[src/rtl/lcd_pkg.sv]
// Shared constants for the LCD1602 text path: geometry, pad character,
// display-mode codes, control bytes and the line-buffer FSM states.
package lcd_pkg;

   localparam int         COLS     = 16;
   localparam logic [7:0] PAD_CHAR = 8'h20;

   localparam logic [1:0] MODE_NORMAL = 2'b00;
   localparam logic [1:0] MODE_BLINK  = 2'b01;
   localparam logic [1:0] MODE_FLASH  = 2'b10;

   localparam logic [7:0] CMD_BS  = 8'h08;
   localparam logic [7:0] CMD_LF  = 8'h0A;
   localparam logic [7:0] CMD_CLR = 8'h0C;
   localparam logic [7:0] CMD_CR  = 8'h0D;
   localparam logic [7:0] CMD_M0  = 8'h11;
   localparam logic [7:0] CMD_M1  = 8'h12;
   localparam logic [7:0] CMD_M2  = 8'h13;

   typedef enum logic [1:0] {
      S_IDLE,
      S_COPY,
      S_CLEAR
   } state_t;

   function automatic logic is_printable(input logic [7:0] b);
      return (b >= 8'h20) && (b <= 8'h7E);
   endfunction

endpackage

[src/rtl/lcd_text_buffer.sv]
// Assembles one LCD line from a serial byte stream in a back buffer and
// commits it column by column to the display buffer read by the LCD driver.
module lcd_text_buffer #(
   parameter int         COLS     = lcd_pkg::COLS,
   parameter logic [7:0] PAD_CHAR = lcd_pkg::PAD_CHAR
) (
   input  logic                     clk,
   input  logic                     rst,
   input  logic                     rx_valid,
   input  logic [7:0]               rx_data,
   output logic                     rx_ready,
   input  logic [$clog2(COLS)-1:0]  rd_addr,
   output logic [7:0]               rd_data,
   output logic [1:0]               mode,
   output logic                     line_updated,
   output logic                     overflow
);

   import lcd_pkg::*;

   localparam int              AW       = $clog2(COLS);
   localparam int              WPW      = AW + 1;
   localparam logic [WPW-1:0]  WP_FULL  = WPW'(COLS);
   localparam logic [AW-1:0]   IDX_LAST = AW'(COLS - 1);

   logic [7:0]     back [COLS];
   logic [7:0]     disp [COLS];
   logic [WPW-1:0] wp;
   logic [AW-1:0]  idx;
   state_t         state;

   logic [AW-1:0]  wp_lo;
   logic [AW-1:0]  wp_prev;
   logic           xfer;

   assign wp_lo    = wp[AW-1:0];
   assign wp_prev  = wp_lo - AW'(1);
   assign rx_ready = (state == S_IDLE);
   assign xfer     = rx_valid & rx_ready;

   always_ff @(posedge clk or posedge rst) begin
      if (rst) begin
         state        <= S_IDLE;
         wp           <= '0;
         idx          <= '0;
         mode         <= MODE_NORMAL;
         line_updated <= 1'b0;
         overflow     <= 1'b0;
         rd_data      <= PAD_CHAR;
         // NOTE: both buffers must come out of reset as blank text, so these
         // arrays are reset as flops rather than inferred as RAM.
         for (int i = 0; i < COLS; i++) begin
            back[i] <= PAD_CHAR;
            disp[i] <= PAD_CHAR;
         end
      end else begin
         line_updated <= 1'b0;
         rd_data      <= disp[rd_addr];

         case (state)
            S_IDLE: begin
               if (xfer) begin
                  if (is_printable(rx_data)) begin
                     if (wp < WP_FULL) begin
                        back[wp_lo] <= rx_data;
                        wp          <= wp + WPW'(1);
                     end else begin
                        overflow <= 1'b1;
                     end
                  end else begin
                     case (rx_data)
                        CMD_BS: begin
                           if (wp != '0) begin
                              wp            <= wp - WPW'(1);
                              back[wp_prev] <= PAD_CHAR;
                           end
                        end
                        CMD_CR, CMD_LF: begin
                           state <= S_COPY;
                           idx   <= '0;
                        end
                        CMD_CLR: begin
                           state <= S_CLEAR;
                           idx   <= '0;
                        end
                        CMD_M0:  mode <= MODE_NORMAL;
                        CMD_M1:  mode <= MODE_BLINK;
                        CMD_M2:  mode <= MODE_FLASH;
                        default: ;
                     endcase
                  end
               end
            end

            // Columns past wp already hold PAD_CHAR, so a straight copy suffices.
            S_COPY: begin
               disp[idx] <= back[idx];
               idx       <= idx + AW'(1);
               if (idx == IDX_LAST) begin
                  state        <= S_CLEAR;
                  line_updated <= 1'b1;
               end
            end

            S_CLEAR: begin
               back[idx] <= PAD_CHAR;
               idx       <= idx + AW'(1);
               if (idx == IDX_LAST) begin
                  state    <= S_IDLE;
                  wp       <= '0;
                  overflow <= 1'b0;
               end
            end

            default: state <= S_IDLE;
         endcase
      end
   end

endmodule
[config.mk]
export PLATFORM = sky130hd
export DESIGN_NAME = lcd_text_buffer
export DESIGN_NICKNAME = d
export VERILOG_FILES = /design/src/rtl/lcd_pkg.sv /design/src/rtl/lcd_text_buffer.sv
export SDC_FILE = /design/constraint.sdc
export NUM_CORES = 1
export LEC_CHECK = 0
export CAP_MARGIN = 25
export CORE_MARGIN = 8
export CORE_UTILIZATION = 67
export CTS_CLUSTER_DIAMETER = 120
export CTS_CLUSTER_SIZE = 40
export DETAILED_ROUTE_END_ITERATION = 12
export GPL_ROUTABILITY_DRIVEN = 1
export HOLD_SLACK_MARGIN = 0.12
export PLACE_DENSITY = 0.95
export SLEW_MARGIN = 20
export SYNTH_ARGS = -nofsm -noshare
export SYNTH_HDL_FRONTEND = slang
export SYNTH_SLANG_ARGS = --single-unit
[constraint.sdc]
create_clock -name clk -period 14.1 [get_ports clk]
set_input_delay 2.82 -clock clk [delete_from_list [all_inputs] [get_ports clk]]
set_output_delay 2.82 -clock clk [all_outputs]
set_load 0.03 [all_outputs]
==> reports/qor.csv <==
stage,metric,value,unit
run_status,status,finished clean,
placement,DP Area,13520,µm²
logic_synthesis,"Cell Area, Synth",13100,µm²
drt,routed vias,8344,
critical_path,startpoint types,primary input,
drt,vias per std cell,6.890,
sta,final setup margin,8.785,ns
finish,"commonest non-fill, non-tap cells in the layout","dfrtp_1 (245), mux2_2 (129), o2bb2ai_1 (84)",
global_route,first-pass GRT wire length,47.74,mm
logic_synthesis,ranking of synthesized cells by area,"dfrtp_1 (47%), mux4_2 (12%), mux2_2 (11%)",
critical_path,CP Class,in2reg,
critical_path,worst-path fanout max,16,
logic_synthesis,number of synthesized flops with an enable pin,0,
clock_tree,CTS root buffer,clkbuf_16,
pwr,peak supply drop,0.09804,mV
sta,endpoints failing hold,0,
drt,met3 WL,1.875,mm
clock_tree,post_cts resized,0,
clock_tree,clk slew on worst S/H paths,0.14,ns
clock_tree,# clock sinks,279,
logic_synthesis,Syn Nets,974,
sta,crit path time final,5.315,ns
sta,relative max-transition margin,37.09,%
sta,worst-margin pin slew,0.9437,ns
logic_synthesis,Post-Synthesis Cells,948,
critical_path,reg-to-reg critical path startpoint,state[0],
global_route,initial antenna violation count,0,
drt,antenna-violating nets left,0,
placement,placer congestion estimate,0.8628,
placement,DP HPWL,19.82,mm
floorplanning,Placement Rows,51,
floorplanning,Die Ht,155.8,µm
placement,pre-CTS WS,8.347,ns
critical_path,"Data required, critical path",14.50,ns
finish,Area growth syn-to-layout,5.933,%
drt,met2 WL,14.26,mm
finish,nets,968,
critical_path,Crit path top cell by count,nand2_1,
worst_hold_path,Worst Hold Depth,1,
drt,met1 wire length,12.33,mm
placement,placed insts,1192,
sta,Max Slew Vio Count,0,
sta,total negative slack,0,ns
floorplanning,Core Region,19330,µm²
clock_tree,post-CTS setup buffers,0,
global_route,GRT Residual Overflow,0,
critical_path,slack of the worst reg-to-reg path,11.07,ns
drt,Wirelength per Cell,24.28,µm
critical_path,CP peak stage delay,0.56,ns
logic_synthesis,post-synth top area share,47.00,%
job,Max-Cap Viols,0,
clock_tree,maximum clock path buffer count,3,
logic_synthesis,#FFs+latches synth,279,
floorplanning,initial core utilization,67.74,%
worst_hold_path,Hold Path End,back[18],
clock_tree,Num CTS Buffers,10,
finish,antenna cells,0,
logic_synthesis,Most used DFF post-synth,dfrtp_1,
sta,Final setup viols,0,
logic_synthesis,cell taking the most area after synthesis,dfrtp_1,
drt,Top Metal Used,met4,
drt,Post-route DRC,0,
clock_tree,cts hold-fix bufs,0,
global_route,All-Layer GR Usage,24.76,%
clock_tree,Clock Latency Late Sink,0.49,ns
critical_path,R2R depth,9,
placement,port bufs,27,
logic_synthesis,Post-synth ARST share,100.0,%
worst_hold_path,Worst Hold Class,reg2reg,
global_route,largest net degree at the start of global routing,124,
pwr,LEAKAGE,6.125,nW
logic_synthesis,sequential area share after synthesis,53.62,%
finish,cell area after layout,13870,µm²
pwr,PwrDens,151.1,nW/µm²
clock_tree,CTS tree,done,
drt,DR pass1 iterations,5,
clock_tree,CTS H-tree lvls,1,
finish,"most common cell after layout, fill and taps aside",dfrtp_1,
finish,Finished Layout Cells,1211,
floorplanning,# IOs,28,
critical_path,Critical-path top delay cell,clkdlybuf4s50_1,
critical_path,critical-path cell list,"clkdlybuf4s50_1, and3_1, a21oi_2, nand2_1, nor2_1, nand2_1, o2bb2ai_1",
critical_path,CP arrival,5.71,ns
floorplanning,die area,24280,µm²
sta,RSZ-0062 raised after global routing,no,
logic_synthesis,Yosys warnings,0,
worst_hold_path,worst hold path startpoint,back[18],
sta,fin crit share,37.69,%
critical_path,crit end category,register,
sta,Worst Hold Margin,0.5030,ns
drt,Initial DRC Count,720,
floorplanning,Die Wd,155.8,µm
drt,final wirelength,29.40,mm
critical_path,reg2reg end,back[49],
logic_synthesis,average instance area after synthesis,13.82,µm²
logic_synthesis,post-synth cell types,56,
global_route,vias in the first global route,8641,
sta,fmax,188.2,MHz
sta,Fin Clk Skew,0.01802,ns
finish,share of layout cells above drive strength 1,30.02,%
registers in the layout, summed over array words and instances (netlist names):
| signal | flops |
|---|---|
| idx | 4 |
| state | 2 |
| back | 128 |
| mode | 2 |
| wp | 5 |
| overflow | 1 |
| rd_data | 8 |
| disp | 128 |
| line_updated | 1 |
worst max path at each step:
stage	slack, ns	end	cells after the start	from
2_1_floorplan	3.64	back[0]	1	rst
3_3_place_gp	8.38	back[104]	8	rx_data[0]
3_5_place_dp	8.35	back[114]	8	rx_data[0]
4_1_cts	8.81	back[44]	7	rx_data[0]
5_1_grt	8.59	back[44]	7	rx_data[0]
6_report	8.79	back[49]	7	rx_data[2]
synth_stat cells, types with 17 or more instances:
master and instances:
dfrtp_1 246, a21oi_1 33, clkbuf_1 26, nand3_1 18, mux4_2 72, and2_1 17
mux2_2 129, o2bb2ai_1 84, nand2_1 80, buf_2 19, o21ai_0 21, dfstp_2 33
through the flow:
step                utilization (%)  power [W]
finish                        71.76   0.002097
CTS                           71.46   0.002087
detailed placement            69.93   0.001712
floorplan                         -   0.001533
global route                  71.76   0.002200
global placement              69.93   0.001679
where the power goes:
group	internal, W	switching [W]
combinational	0.000260	0.000408
sequential	0.000936	0.000115
clock	0.000147	0.000231
critical path: cells and delay by family:
kind	cells	cell delay, ns
buffers and inverters	1	0.56
AO/OA/AOI/OAI	2	0.68
AND/OR/NAND/NOR	4	1.66
layout make-up:
| cell class | count | area [µm²] |
|---|---|---|
| Clock buffer | 16 | 294.0 |
| Fill cell | 1207 | 5460 |
| Inverter | 15 | 63.81 |
| Multi-Input combinational cell | 597 | 5769 |
| Sequential cell | 279 | 7024 |
| Tap cell | 265 | 331.6 |
| Timing Repair Buffer | 39 | 391.6 |
per-layer routing:
metal / vias to the layer above / track usage, %
met4: 0 / 8.503
met2: 342 / 39.51
met5: - / 0
li1: 3602 / -
met3: 61 / 4.072
met1: 4339 / 34.22
cell families after synthesis:
group	share of synthesized area (%)
flops	53.62
simple gates	7.394
fa+ha+maj	1.108
xor+xnor	0.2006
mux	24.69
compound gates	10.65
buf+inv	2.331
(Power assumes the default switching activity.)
